### src/rtl/vram_pkg.sv
// Shared types and helpers for the VRAM pixel write path.
//   FRAME_W        : width of the per-frame pixel counters
//   fmt_t          : input byte format (RGB888 / RGB565)
//   state_t        : feeder control states
//   rgb_t          : packed RGB888 pixel
//   rgb565_to_888  : bit-replicating 565 -> 888 expansion
package vram_pkg;

  localparam int unsigned FRAME_W = 24;
  localparam int unsigned DIM_W   = 16;
  localparam int unsigned BYTE_W  = 8;

  typedef enum logic {
    FMT_888 = 1'b0,
    FMT_565 = 1'b1
  } fmt_t;

  typedef enum logic [1:0] {
    IDLE  = 2'd0,
    FILL  = 2'd1,
    ISSUE = 2'd2,
    DONE  = 2'd3
  } state_t;

  typedef struct packed {
    logic [BYTE_W-1:0] r;
    logic [BYTE_W-1:0] g;
    logic [BYTE_W-1:0] b;
  } rgb_t;

  // Replicate the top bits into the low bits so full-scale stays full-scale.
  function automatic rgb_t rgb565_to_888(input logic [15:0] w);
    rgb_t p;
    p.r = {w[15:11], w[15:13]};
    p.g = {w[10:5],  w[10:9]};
    p.b = {w[4:0],   w[4:2]};
    return p;
  endfunction

endpackage

### src/rtl/pixel_assembler.sv
// Byte-to-pixel unpacker with a one-entry pixel holding register.
// Optional feature macro: FEEDER_RGB565_EN (adds the 2-byte RGB565 path).
// Ports:
//   clk_sys, feeder_reset : clock, synchronous active-high reset
//   flush                 : drop partial and held pixel, restart at byte 0
//   blk                   : block byte acceptance (frame closed / not started)
//   fmt                   : latched input byte format
//   in_valid/in_data      : byte stream in; in_ready out
//   pix_valid, pix        : held pixel
//   pix_done_c            : final byte of a pixel accepted this cycle
//   pix_take              : consumer takes the held pixel this cycle
module pixel_assembler
  import vram_pkg::*;
(
  input  logic              clk_sys,
  input  logic              feeder_reset,
  input  logic              flush,
  input  logic              blk,
  input  fmt_t              fmt,
  input  logic              in_valid,
  input  logic [BYTE_W-1:0] in_data,
  output logic              in_ready,
  output logic              pix_valid,
  output logic              pix_done_c,
  output rgb_t              pix,
  input  logic              pix_take
);

  logic [1:0]        bidx;
  logic              pix_full;
  logic [BYTE_W-1:0] byte0;
  logic [BYTE_W-1:0] byte1;
  rgb_t              pix_q;
  logic              accept_c;
  logic              last_c;
  rgb_t              asm_c;

  assign in_ready = !pix_full && !blk;
  assign accept_c = in_valid && in_ready;

`ifdef FEEDER_RGB565_EN
  // 565 words arrive low byte first, so the final byte is the high half.
  assign last_c = (fmt == FMT_565) ? (bidx == 2'd1) : (bidx == 2'd2);
  assign asm_c  = (fmt == FMT_565) ? rgb565_to_888({in_data, byte0})
                                   : rgb_t'({byte0, byte1, in_data});
`else
  logic unused_fmt;
  assign unused_fmt = (fmt == FMT_565);
  assign last_c     = (bidx == 2'd2);
  assign asm_c      = rgb_t'({byte0, byte1, in_data});
`endif

  assign pix_done_c = accept_c && last_c && !flush;
  assign pix_valid  = pix_full;
  assign pix        = pix_q;

  // Byte index, partial bytes and holding register.
  always_ff @(posedge clk_sys) begin
    if (feeder_reset) begin
      bidx     <= 2'd0;
      pix_full <= 1'b0;
      byte0    <= '0;
      byte1    <= '0;
      pix_q    <= '0;
    end else if (flush) begin
      bidx     <= 2'd0;
      pix_full <= 1'b0;
    end else begin
      if (pix_take) begin
        pix_full <= 1'b0;
      end
      if (accept_c) begin
        if (last_c) begin
          pix_q    <= asm_c;
          pix_full <= 1'b1;
          bidx     <= 2'd0;
        end else begin
          if (bidx == 2'd0) begin
            byte0 <= in_data;
          end else begin
            byte1 <= in_data;
          end
          bidx <= bidx + 2'd1;
        end
      end
    end
  end

endmodule

### src/rtl/vram_pixel_feeder.sv
// Writer side of the dual-bank pixel VRAM: assembles a byte stream into
// RGB888 pixels, issues single-pixel writes on the vram_ready/vram_req
// handshake (at most one request every two clocks) and counts pixels
// against the active modeline.
// Optional feature macro: FEEDER_RGB565_EN (honour fmt_565 / RGB565 input).
// Ports:
//   clk_sys, feeder_reset         : clock, synchronous active-high reset
//   H, V, interlaced, fmt_565     : modeline/format, latched on frame_start
//   frame_start                   : one-cycle pulse, starts a new frame
//   in_valid, in_data, in_ready   : byte stream
//   vram_ready, vram_req          : VRAM write handshake
//   r/g/b_vram_out                : pixel data, changes only with vram_req
//   pixels_written                : pixels issued in the current frame
//   frame_done                    : pulse after the last pixel of a frame
//   overrun                       : sticky, pixel issued past frame end
module vram_pixel_feeder #(
  parameter int unsigned FRAME_W = vram_pkg::FRAME_W
) (
  input  logic               clk_sys,
  input  logic               feeder_reset,
  input  logic [15:0]        H,
  input  logic [15:0]        V,
  input  logic               interlaced,
  input  logic               fmt_565,
  input  logic               frame_start,
  input  logic               in_valid,
  input  logic [7:0]         in_data,
  output logic               in_ready,
  input  logic               vram_ready,
  output logic               vram_req,
  output logic [7:0]         r_vram_out,
  output logic [7:0]         g_vram_out,
  output logic [7:0]         b_vram_out,
  output logic [FRAME_W-1:0] pixels_written,
  output logic               frame_done,
  output logic               overrun
);
  import vram_pkg::*;

  state_t             state_q;
  state_t             state_d;
  logic               issue_c;
  logic               last_c;
  logic               cool;
  logic               frame_blk;
  logic               done_pend;
  logic [FRAME_W-1:0] frame_pixels;
  fmt_t               fmt_q;
  logic [31:0]        prod_c;
  logic [FRAME_W-1:0] pw_inc_c;
  logic               pix_valid;
  logic               pix_done_c;
  rgb_t               pix;

  assign prod_c   = 32'(H) * 32'(V);
  assign pw_inc_c = pixels_written + FRAME_W'(1);

  pixel_assembler u_asm (
    .clk_sys      (clk_sys),
    .feeder_reset (feeder_reset),
    .flush        (frame_start),
    .blk          (frame_blk),
    .fmt          (fmt_q),
    .in_valid     (in_valid),
    .in_data      (in_data),
    .in_ready     (in_ready),
    .pix_valid    (pix_valid),
    .pix_done_c   (pix_done_c),
    .pix          (pix),
    .pix_take     (issue_c)
  );

  // State register.
  always_ff @(posedge clk_sys) begin
    if (feeder_reset) begin
      state_q <= IDLE;
    end else begin
      state_q <= state_d;
    end
  end

  // Next state and issue decision; frame_start overrides everything.
  always_comb begin
    state_d = state_q;
    issue_c = 1'b0;
    last_c  = 1'b0;
    unique case (state_q)
      IDLE:  state_d = IDLE;
      FILL:  if (pix_done_c) state_d = ISSUE;
      ISSUE: begin
        if (vram_ready && !cool && pix_valid) begin
          issue_c = 1'b1;
          // A zero-sized frame never completes: the block streams forever.
          last_c  = (frame_pixels != '0) && (pw_inc_c == frame_pixels);
          state_d = last_c ? DONE : FILL;
        end
      end
      DONE:    state_d = DONE;
      default: state_d = IDLE;
    endcase
    if (frame_start) begin
      state_d = FILL;
      issue_c = 1'b0;
      last_c  = 1'b0;
    end
  end

  // Handshake, output data, counters and frame flags.
  always_ff @(posedge clk_sys) begin
    if (feeder_reset) begin
      vram_req       <= 1'b0;
      r_vram_out     <= '0;
      g_vram_out     <= '0;
      b_vram_out     <= '0;
      pixels_written <= '0;
      frame_done     <= 1'b0;
      overrun        <= 1'b0;
      cool           <= 1'b0;
      done_pend      <= 1'b0;
      frame_blk      <= 1'b1; // closed until the first frame_start
      frame_pixels   <= '0;
      fmt_q          <= FMT_888;
    end else begin
      vram_req   <= issue_c;
      cool       <= issue_c;
      done_pend  <= last_c;
      frame_done <= done_pend;
      if (issue_c) begin
        r_vram_out     <= pix.r;
        g_vram_out     <= pix.g;
        b_vram_out     <= pix.b;
        pixels_written <= pw_inc_c;
      end
      if (last_c) begin
        frame_blk <= 1'b1;
      end
      if (issue_c && (frame_pixels != '0) && (pixels_written >= frame_pixels)) begin
        overrun <= 1'b1;
      end
      if (frame_start) begin
        pixels_written <= '0;
        frame_blk      <= 1'b0;
        overrun        <= 1'b0;
        frame_pixels   <= FRAME_W'(prod_c) >> interlaced;
`ifdef FEEDER_RGB565_EN
        fmt_q          <= fmt_565 ? FMT_565 : FMT_888;
`else
        fmt_q          <= FMT_888;
`endif
      end
    end
  end

`ifndef FEEDER_RGB565_EN
  logic unused_fmt_565;
  assign unused_fmt_565 = fmt_565;
`endif

endmodule
### config.mk
export PLATFORM = sky130hd
export DESIGN_NAME = vram_pixel_feeder
export DESIGN_NICKNAME = d
export VERILOG_FILES = /design/src/rtl/vram_pkg.sv /design/src/rtl/pixel_assembler.sv /design/src/rtl/vram_pixel_feeder.sv
export SDC_FILE = /design/constraint.sdc
export NUM_CORES = 1
export LEC_CHECK = 0
export CAP_MARGIN = 10
export CORE_ASPECT_RATIO = 0.7
export CORE_MARGIN = 3
export CORE_UTILIZATION = 44
export CTS_CLUSTER_DIAMETER = 100
export DETAILED_ROUTE_END_ITERATION = 8
export DONT_BUFFER_PORTS = 1
export GPL_TIMING_DRIVEN = 0
export PLACE_DENSITY = 0.57
export SLEW_MARGIN = 20
export SYNTH_ARGS = -nofsm -noshare
export SYNTH_HDL_FRONTEND = slang
export SYNTH_SLANG_ARGS = --single-unit
### constraint.sdc
create_clock -name clk_sys -period 12.5 [get_ports clk_sys]
set_input_delay 0.625 -clock clk_sys [delete_from_list [all_inputs] [get_ports clk_sys]]
set_output_delay 0.625 -clock clk_sys [all_outputs]
set_load 0.005 [all_outputs]
; Word-level counts from Yosys, hierarchy flattened
; Index checks and enable logic that the tools add are counted.
[totals]
regBits = 122
in_bits = 47
out_inout_bits = 52
wordCells = 76
[classes]
addsub = 2
n_mul = 1
n_lt_le_gt_ge = 1
eq_ne = 9
shifts = 1
muxes = 17
n_bitwise = 3
n_reduce_logical = 23
[op_table]
columns = cell, count
row1 = 24-bit by 1-bit adder with 24-bit output (second input constant), 1
row2 = 24-bit equality test, 1
row3 = 24-bit greater-or-equal comparator, 1
row4 = 16-bit by 16-bit multiplier with 24-bit output, 1
row5 = 24-bit nonzero test, 1
row6 = 24-bit by 1-bit >> shifter with 24-bit output, 1
row7 = 1-bit two-way mux, 12
row8 = 1-bit logical AND, 9
row9 = 2-bit two-way mux, 4
row10 = 2-bit one-hot mux with 4 select lines, 1
row11 = 4-bit AND reduction, 2
row12 = 2-bit equality test (second input constant), 3
row13 = 3-bit inequality test (second input constant), 2
row14 = 1-bit logical NOT, 4
row15 = 2-bit logical NOT, 2
row16 = 2-bit inequality test (second input constant), 2
row17 = 2-bit AND reduction, 2
row18 = 1-bit NOT, 3
row19 = 3-bit AND reduction, 1
row20 = 2-bit by 1-bit adder with 2-bit output (second input constant), 1
row21 = 2-bit by 1-bit equality test with 1-bit output (second input constant), 1
row22 = 2-bit nonzero test, 1
row23 = 2-bit OR reduction, 1

; Longest topological paths before layout
; Gate-level depths: netlist (run 1).
[logic_depth]
depth_word = 9
mapped_depth = 24
ltp_nobuf = 23

; Hierarchy
; A second synthesis (run 1) with hierarchy kept.
[hier_totals]
cells_unflattened = 1590
hier_area_um2 = 13515.5
[by_module_without_submodules]
columns = module, n_inst, cells_per_inst, area_each_um2, seq_area_each_um2
row1 = vram_pixel_feeder, 1, 1431, 11761.3, 1581.5
row2 = pixel_assembler, 1, 159, 1754.2, 860.8

; Worst setup path after synthesis (run 1)
; OpenSTA, ideal clock, no wires.
[synth_path]
kind = input port to flip-flop
startpoint = input port H[7]
endpoint = register frame_pixels[22]
setup_time_ns = 0.095
arrival_ns = 6.009
required_time_ns = 12.405
path_slack_ns = 6.396
path_stages = 23
cell_sequence = clkbuf_1 > nand2_1 > fa_1 > inv_1 > fa_1 > inv_1 > fa_1 > inv_1 > fa_1 > fa_1 > inv_1 > fa_1 > inv_1 > ha_1 > a21o_1 > a211oi_1 > nand2_1 > o21ai_0 > o21ai_0 > a31oi_1 > xnor2_1 > a21oi_1 > a221oi_1
[synth_between]
elab_chain_cells = 2
[synth_lines]
columns = item, line
row1 = from (decl), vram_pixel_feeder.sv:21  ; input logic [15:0] H,
row2 = 16-bit by 16-bit multiplier with 24-bit output, vram_pixel_feeder.sv:55  ; assign prod_c = 32'(H) * 32'(V);
row3 = 24-bit by 1-bit >> shifter with 24-bit output, vram_pixel_feeder.sv:144  ; frame_pixels <= FRAME_W'(prod_c) >> interlaced;
row4 = to (signal assigned), vram_pixel_feeder.sv:144
row5 = to (decl), vram_pixel_feeder.sv:47  ; logic [FRAME_W-1:0] frame_pixels;
; Every way passes these cells.
; A chain may end at the register's enable or synchronous reset.

; Worst setup path in the final report (run 1)
[layout_path]
startpoint = input port V[3]
endpoint = register frame_pixels[22]
[layout_between]
elab_chain_cells = 2
[layout_lines]
columns = item, line
row1 = from (decl), vram_pixel_feeder.sv:22  ; input logic [15:0] V,
row2 = 16-bit by 16-bit multiplier with 24-bit output, vram_pixel_feeder.sv:55
row3 = 24-bit by 1-bit >> shifter with 24-bit output, vram_pixel_feeder.sv:144
; Every way passes these cells.

==> results of run 1 <==
## worst max path at each step
stage                  endpoint  depth (start not counted)
2_1_floorplan  frame_pixels[22]                         23
3_5_place_dp   frame_pixels[22]                         19
4_1_cts        frame_pixels[22]                         19
5_1_grt        frame_pixels[22]                         19
3_3_place_gp   frame_pixels[22]                         20
6_report       frame_pixels[22]                         19
## critical path, stage by stage
cell and delay [ns]:
clkbuf_1 0.55, nand2_1 0.16, fa_1 0.50, fa_1 0.59
fa_1 0.47, fa_1 0.55, inv_1 0.05, fa_1 0.49
fa_1 0.42, ha_1 0.35, o21a_1 0.13, o21ai_0 0.07
o31ai_1 0.45, o21ai_0 0.26, o21ai_0 0.44, a31oi_1 0.17
xnor2_1 0.31, a21oi_1 0.13, a221oi_1 0.28
## state kept, by name (all words and copies together) (netlist names), 2 cells and up
signal / count
b_vram_out: 8
frame_pixels: 24
g_vram_out: 8
pixels_written: 24
r_vram_out: 8
state_q: 2
u_asm.bidx: 2
u_asm.byte0: 8
u_asm.byte1: 8
u_asm.pix: 24
## kinds of logic (layout without fill, tap and decap cells)
group	after synthesis	in the layout	share of synthesized area [%]
fa+ha+maj	262	262	35.1
buf+inv	305	337	8.89
compound gates	198	198	9.21
xor+xnor	83	83	5.62
flops	122	122	18.9
simple gates	573	573	20.7
mux	21	21	1.63
## cell type report
type                    instances  area share (%)
plain buffers                  75            2.04
multi-input cells            1137            66.4
clock inverters                 2          0.0889
well taps                     371            3.30
flip-flops and latches        122            17.4
inverters                     230            6.13
clock buffers                  30            4.65
## per-stage QoR
step / worst slack (ns) / cell area (µm²)
floorplan: 6.40 / 12900
global placement: 5.46 / 13400
detailed placement: 5.42 / 13400
CTS: 5.90 / 14100
global route: 5.41 / 14100
finish: 5.88 / 14100
## placed cells by master, fill, tap and decap left out, types with 3 or more instances in the layout
cell type	n
dfxtp_1	122
clkbuf_16	25
a211oi_1	18
o21ai_0	27
and3_1	3
nand2_1	279
buf_2	4
or2_2	3
xnor2_1	54
fa_1	168
or4_1	5
o21a_1	8
o21bai_1	4
mux2i_1	20
a31oi_1	3
nor2b_1	3
nand4_1	13
clkbuf_1	72
nand3_1	21
a21oi_1	96
inv_1	228
nor2_1	91
nand2b_1	5
nor4_1	9
ha_1	94
a21o_1	12
nor3_1	17
o211ai_1	10
or3_1	4
and2_1	106
a221oi_1	4
xor2_1	29
## power groups by stage
stage | clock network [µW] | logic [µW] | registers [µW]
final | 547 | 2740 | 455
after global routing | 577 | 3180 | 458
after CTS | 555 | 2760 | 454
after detailed placement | 0 | 2740 | 462
after global placement | 0 | 2710 | 462
after floorplan | 0 | 2140 | 448
## metal layers
layer	up-vias	global-route usage, %	wire length [µm]
met4	0	3.98	365
li1	4977	-	-
met5	-	0	0
met1	5123	36.3	17800
met2	313	34.3	14700
met3	35	6.18	2950
==> results.yml, run 1 <==
clock_network:
  clkSinkCount: 122
  cts_buffers: 25
  cts_hold_buffers: 0
  cts_resized: 0
  insertion_delay_ns: 0.48
  cts_buffer_depth: 3
  cts_root_buffer: "clkbuf_16"
  path_clk_slew_ns: 0.06
  cts_tree: "done"
  postCtsSetupRepairBufs: 0
  htree_levels: 4
route:
  drtAntennaViolNets: 0
  vias: 10448
  wl_mm: 35.8
  drc: 0
  routedWlPerCell_um: 18.2
  vias_per_cell: 5.31
  dr.pass1.iters: 5
  drtIter0Drc: 681
yosys:
  synth_edf_count: 0
  ys_seq_elements: 122
  post_synth_most_frequent_cells: "nand2_1 (279), inv_1 (228), fa_1 (168)"
  synth_cells: 1564
  yosysMostFrequentCell: "nand2_1"
  ys_types: 59
  synth-async-reset-ratio_pct: 0
  synthTopCellsByArea: "fa_1 (26%), dfxtp_1 (19%), ha_1 (9.1%)"
  ys.flop_type: "dfxtp_1"
  yosysTopAreaCell: "fa_1"
  syn-cell-area_um2: 12900
  ys_seq_area_share_pct: 18.9
  synth_top_area_share_pct: 26.0
  yosysWarnings: 0
  synthesis.nets: 1873
  synth.avg_cell_area_um2: 8.28
timing:
  fin_crit_sh_pct: 52.9
  whs_ns: 0.277
  maxSlewHeadroom_pct: 36.7
  rsz0062_at_grt: "no"
  fin_worst_skew_ns: 0.0204
  fmax_mhz: 151
  hold_viol_final: 0
  finalSetupViolations: 0
  finalSetupTns_ns: 0
  fin_crit_ns: 6.62
  drv_slew: 0
  tightest_slew_ns: 0.940
power_and_ir_drop:
  peakVddDrop_mv: 0.322
  p_comb_share_pct: 73.2
  p_int_uw: 1940
  power_density_nw_per_um2: 266
  pwr-share-clk_pct: 14.6
  switching_share_pct: 48.0
  switchingPower_uw: 1800
  p_seq_share_pct: 12.2
  finalPower_uw: 3740
  p_leak_uw: 0.00612
finish:
  syn_to_final_growth_pct: 8.74
  final_cells: 1967
  diodes: 0
  seq_area_um2: 2440
  multi_input_area_um2: 9350
  utilization_pct: 49.6
  drive_gt1_share_pct: 2.57
  final_nets: 1900
  fill_cells: 2757
floorplan:
  initial_core_util_pct: 45.6
  die_w_um: 211
  die_area_um2: 31500
  core_um2: 28400
  die_h_um: 150
  pin_count: 99
  fp-row-count: 51
setup_path:
  crit_start: "V[3]"
  worst_ep_arrival_time_ns: 6.99
  critPathLaunchType: "input port"
  reg2reg_depth: 10
  r2r-end: "frame_blk"
  r2r_start: "pixels_written[0]"
  critPathMaxFanout: 10
  crit_type: "in2reg"
  required_ns: 12.87
  ff2ff_setup_slack_ns: 9.14
  endpoint_kind: "flip-flop"
grt:
  grt_pass1_vias: 10637
  grt_overflow: 0
  grt_pass1_wl_mm: 58.8
  grt_start_max_net_pins: 14
  grtUsageTotal_pct: 23.8
  antenna_found_initial: 1
placed_design:
  numPortBuffers: 0
  placed_cells: 1935
  place_hpwl_mm: 29.0
  routabilityCongestion: 0.883
flow_run:
  drv_cap: 0
status:
  status: "complete, no violations"
hold_path:
  holdCritStartpoint: "in_data[6]"
  whs_endpoint: "u_asm.pix[6]"
  hp-class: "in2reg"
  whs_path_depth: 2
(Power assumes the default switching activity.)
==> run 2, diff against run 1 <==
Settings changed: ABC_AREA set to 1.
Clock period 12.5 ns to 6.9 ns, I/O delays scaled along.
==> results.yml, run 2 <==
timing:
  fin_crit_ns: 6.34
  finalSetupTns_ns: 0
  fmax_mhz: 158
  fin_crit_sh_pct: 91.8
  setup_slack_ns: 0.565
  fin_worst_skew_ns: 0.00955
  whs_ns: 0.0568
  rsz0062_at_grt: "no"
  maxSlewHeadroom_pct: 44.2
  hold_viol_final: 0
  drv_slew: 0
  tightest_slew_ns: 0.831
  finalSetupViolations: 0
setup_path:
  endpoint_kind: "flip-flop"
  crit_start: "V[2]"
  required_ns: 7.25
  cp_slowest_cell: "clkbuf_1"
  crit_chain: "clkbuf_1, clkbuf_1, nand2_1, fa_1, fa_1, fa_1, inv_1, fa_1, fa_1, inv_1, fa_1, inv_1, ha_1, nand2_1, nor4_1, nand4_1, a31o_2, nand3_1, nand3_1, o21ai_0"
  r2r_start: "pixels_written[1]"
  reg2reg_depth: 13
  crit_type: "in2reg"
  cp-endpoint: "frame_pixels[19]"
  critPathMaxFanout: 10
  crit_top_cell: "fa_1"
  critPathLaunchType: "input port"
  worst_ep_arrival_time_ns: 6.68
  cpPeakStageDelay_ns: 0.57
  r2r-end: "state_q[1]"
  ff2ff_setup_slack_ns: 3.97
route:
  wl_mm: 41.0
  routedWlPerCell_um: 17.7
  vias: 12040
  vias_per_cell: 5.19
  drtIter0Drc: 976
  dr.pass1.iters: 5
  drtAntennaViolNets: 0
  drc: 0
grt:
  grt_pass1_wl_mm: 65.9
  antenna_found_initial: 1
  grt_start_max_net_pins: 17
  grt_overflow: 0
  grt_pass1_vias: 11829
  grtUsageTotal_pct: 25.7
yosys:
  ys_types: 52
  synth_top_area_share_pct: 24.8
  synth.avg_cell_area_um2: 7.22
  ys_seq_elements: 122
  synthTopCellsByArea: "fa_1 (25%), dfxtp_1 (18%), nand2_1 (14%)"
  post_synth_most_frequent_cells: "nand2_1 (509), inv_1 (391), fa_1 (168)"
  yosysTopAreaCell: "fa_1"
  synthesis.nets: 2186
  syn-cell-area_um2: 13600
  yosysMostFrequentCell: "nand2_1"
  synth_edf_count: 0
  synth-async-reset-ratio_pct: 0
  ys_seq_area_share_pct: 18.0
  ys.flop_type: "dfxtp_1"
  synth_cells: 1877
  yosysWarnings: 0
placed_design:
  place_ws_ns: 0.224
  placed_cells: 2289
  routabilityCongestion: 0.943
  numPortBuffers: 0
  place_hpwl_mm: 33.7
clock_network:
  insertion_delay_ns: 0.43
  cts_tree: "done"
  path_clk_slew_ns: 0.06
  cts_root_buffer: "clkbuf_16"
  clkSinkCount: 122
  cts_hold_buffers: 0
  htree_levels: 4
  cts_buffer_depth: 2
  cts_buffers: 17
  postCtsSetupRepairBufs: 0
  cts_resized: 0
power_and_ir_drop:
  peakVddDrop_mv: 0.616
  p_seq_share_pct: 11.4
  p_comb_share_pct: 75.7
  pwr-share-clk_pct: 12.9
  p_leak_uw: 0.00733
  p_int_uw: 3290
  switching_share_pct: 53.4
  power_density_nw_per_um2: 481
  switchingPower_uw: 3770
floorplan:
  core_um2: 30200
  initial_core_util_pct: 44.9
  pin_count: 99
  die_w_um: 216
  die_h_um: 153
  fp-row-count: 53
  die_area_um2: 33000
finish:
  drive_gt1_share_pct: 3.93
  final_cell_mix: "nand2_1 (509), inv_1 (391), fa_1 (168)"
  syn_to_final_growth_pct: 8.16
  final_nets: 2205
  final_common_cell: "nand2_1"
  diodes: 0
  final_cells: 2321
flow_run:
  drv_cap: 0
hold_path:
  hp-class: "in2reg"
  whs_path_depth: 2
status:
  status: "complete, no violations"
[run 2: cell types whose count changed after synthesis, moves of 12 or more]
cell | previous run | this run
and2_1 | 106 | 2
inv_1 | 228 | 391
mux2i_1 | 20 | 0
nor3_1 | 17 | 4
clkbuf_1 | 68 | 80
nand2_1 | 279 | 509
nand2_2 | 0 | 12
nand4_1 | 13 | 25
xnor2_1 | 54 | 14
o21ai_0 | 27 | 58
nand3_1 | 21 | 80
[run 2: worst min path at each step]
stage	from	end	slack (ns)
after global placement	done_pend	frame_done	0.40
after global routing	in_data[7]	u_asm.byte0[7]	0.05
after CTS	in_data[1]	u_asm.pix[1]	0.05
final	in_data[7]	u_asm.pix[7]	0.06
after floorplan	done_pend	frame_done	0.39
after detailed placement	done_pend	frame_done	0.40
[run 2: kinds of logic after synthesis]
| kind of cell | synth area share [%] |
|---|---|
| XOR/XNOR | 2.80 |
| flip-flops | 18.0 |
| adder cells (fa/ha/maj) | 33.5 |
| AND/OR/NAND/NOR | 23.4 |
| buffers and inverters | 13.4 |
| AO/OA/AOI/OAI | 8.95 |
[run 2: area by class of cell]
class | count | area [µm²]
Buffer | 87 | 333
Sequential cell | 122 | 2440
Fill cell | 3082 | 15500
Inverter | 395 | 1480
Clock buffer | 17 | 425
Multi-Input combinational cell | 1273 | 9300
Clock inverter | 15 | 165
Tap cell | 412 | 515
[run 2: layer usage]
metal  routed length (µm)  GRT usage (%)
met5                   13              0
met4                  546           4.31
met3                 3710           6.60
met2                16700           37.3
met1                20000           39.0
[run 2: worst max-delay path, delay by kind of cell]
kind | cells | cell delay, ns
buf+inv | 5 | 1.23
simple gates | 6 | 1.36
fa+ha+maj | 7 | 3.33
compound gates | 2 | 0.41
[run 2: metrics by stage]
stage                     total power, µW  util, %  area, µm²
after floorplan                      4830        -      13600
after global placement               6020     46.6      14100
after detailed placement             6060     46.6      14100
after CTS                            7010     48.6      14700
after global routing                 7890     48.6      14700
final                                7050     48.6      14700
[run 2: power by group through the flow]
stage / registers [µW] / clock network, µW / logic (µW)
after floorplan: 799 / 0 / 4030
after global placement: 820 / 0 / 5200
after detailed placement: 820 / 0 / 5240
after CTS: 805 / 923 / 5280
after global routing: 810 / 960 / 6120
final: 805 / 911 / 5340
==> run 3, diff against run 2 <==
Settings changed: HOLD_SLACK_MARGIN set to 0.06.
==> results.yml, run 3 (synthesized netlist as in run 2, its figures left out) <==
route:
  maxUsedRoutingLayer: "met5"
  wl_mm: 41.1
  routedWlPerCell_um: 17.7
  dr.pass1.iters: 5
  drtIter0Drc: 1056
  wl_met1_mm: 19.9
  vias: 12090
  route.met2.wl_mm: 17.0
  vias_per_cell: 5.19
  drc: 0
  dr_wl_met3_mm: 3.71
  drtAntennaViolNets: 0
finish:
  final_cell_mix: "nand2_1 (509), inv_1 (391), fa_1 (168)"
  utilization_pct: 48.9
  diodes: 0
  final_cells: 2329
  final_common_cell: "nand2_1"
  fill_cells: 3071
  drive_gt1_share_pct: 3.91
  syn_to_final_growth_pct: 8.75
  final_nets: 2213
grt:
  antenna_found_initial: 1
  grt_overflow: 0
  grt_pass1_vias: 11865
  grt_pass1_wl_mm: 66.2
  grt_start_max_net_pins: 17
  grtUsageTotal_pct: 25.8
setup_path:
  critPathMaxFanout: 10
  worst_ep_arrival_time_ns: 6.68
  crit_top_cell: "fa_1"
  crit_family: "adder cells"
  crit_type: "in2reg"
  required_ns: 7.26
  crit_chain: "clkbuf_1, clkbuf_1, nand2_1, fa_1, fa_1, fa_1, inv_1, fa_1, fa_1, inv_1, fa_1, inv_1, ha_1, nand2_1, nor4_1, nand4_1, a31o_2, nand3_1, nand3_1, o21ai_0"
  cp_slowest_cell: "clkbuf_1"
  cpPeakStageDelay_ns: 0.57
  endpoint_kind: "flip-flop"
  path_buf_inv: 5
  critPathLaunchType: "input port"
timing:
  maxSlewHeadroom_pct: 46.0
  drv_slew: 0
  tightest_slew_ns: 0.803
  finalSetupViolations: 0
  hold_viol_final: 0
  fin_crit_sh_pct: 91.6
  fmax_mhz: 158
  fin_worst_skew_ns: 0.00759
  finalSetupTns_ns: 0
  fin_crit_ns: 6.32
  rsz0062_at_grt: "no"
floorplan:
  die_h_um: 153
  die_area_um2: 33000
  die_w_um: 216
  core_um2: 30200
  pin_count: 99
  fp-row-count: 53
  initial_core_util_pct: 44.9
clock_network:
  htree_levels: 4
  insertion_delay_ns: 0.43
  clkSinkCount: 122
  cts_tree: "done"
  path_clk_slew_ns: 0.06
  cts_buffers: 17
  cts_root_buffer: "clkbuf_16"
  cts_buffer_depth: 2
placed_design:
  placed_cells: 2289
  place_hpwl_mm: 33.7
  numPortBuffers: 0
  routabilityCongestion: 0.943
power_and_ir_drop:
  p_leak_uw: 0.00736
  power_density_nw_per_um2: 478
  peakVddDrop_mv: 0.611
hold_path:
  hp-class: "in2reg"
status:
  status: "complete, no violations"
flow_run:
  drv_cap: 0
run 3: cell count changes in the layout (fill, tap and decap cells not counted), sizes merged:
| cell | previous run | this run |
|---|---|---|
| dlygate4sd3 | 0 | 8 |
run 3: per-layer routing:
metal | up-vias | global-route usage (%)
li1 | 5764 | -
met1 | 5872 | 39.2
met5 | - | 0
met4 | 2 | 4.31
met3 | 50 | 6.54
met2 | 402 | 37.4
run 3: final cells by class:
type	count	area, µm²	area share [%]
multi-input combinational	1273	9300	63.1
tap	412	515	3.50
buffer	87	333	2.26
clock inverter	15	165	1.12
inverter	395	1480	10.1
sequential	122	2440	16.6
clock buffer	17	425	2.89
timing repair buffer	8	80.1	0.543
run 3: stage by stage:
step / hold WS, ns / cell area, µm² / total power [µW] / setup slack (ns)
2_1_floorplan: 0.388 / 13600 / 4830 / 1.25
3_3_place_gp: 0.404 / 14100 / 6020 / 0.254
3_5_place_dp: 0.404 / 14100 / 6060 / 0.224
4_1_cts: 0.0601 / 14700 / 7020 / 0.677
5_1_grt: 0.0761 / 14700 / 7890 / 0.254
6_report: 0.0788 / 14700 / 7050 / 0.576
run 3: worst paths after layout:
kind / slack, ns / end / cells past startpoint / startpoint
max reg2reg: 4.00 / state_q[1] / 13 / pixels_written[1]
max: 0.58 / frame_pixels[20] / 20 / V[2]
min reg2reg: 0.41 / frame_done / 2 / done_pend
min: 0.08 / u_asm.byte0[6] / 2 / in_data[6]
run 3: what timing repair did:
| item | 4_1_cts | 5_1_grt |
|---|---|---|
| buffers inserted | 0 | 0 |
| hold buffers | 8 | 0 |
| hold endpoints to repair | 13 | 0 |
| gates resized for setup | 0 | 0 |
run 3: report_power, final:
group / total, µW / switching (µW) / leakage (µW) / internal, µW
logic: 5340 / 3350 / 0.00608 / 1990
registers: 806 / 48.7 / 0.000988 / 757
clock network: 910 / 371 / 0.000288 / 539
total: 7050 / 3770 / 0.00736 / 3290
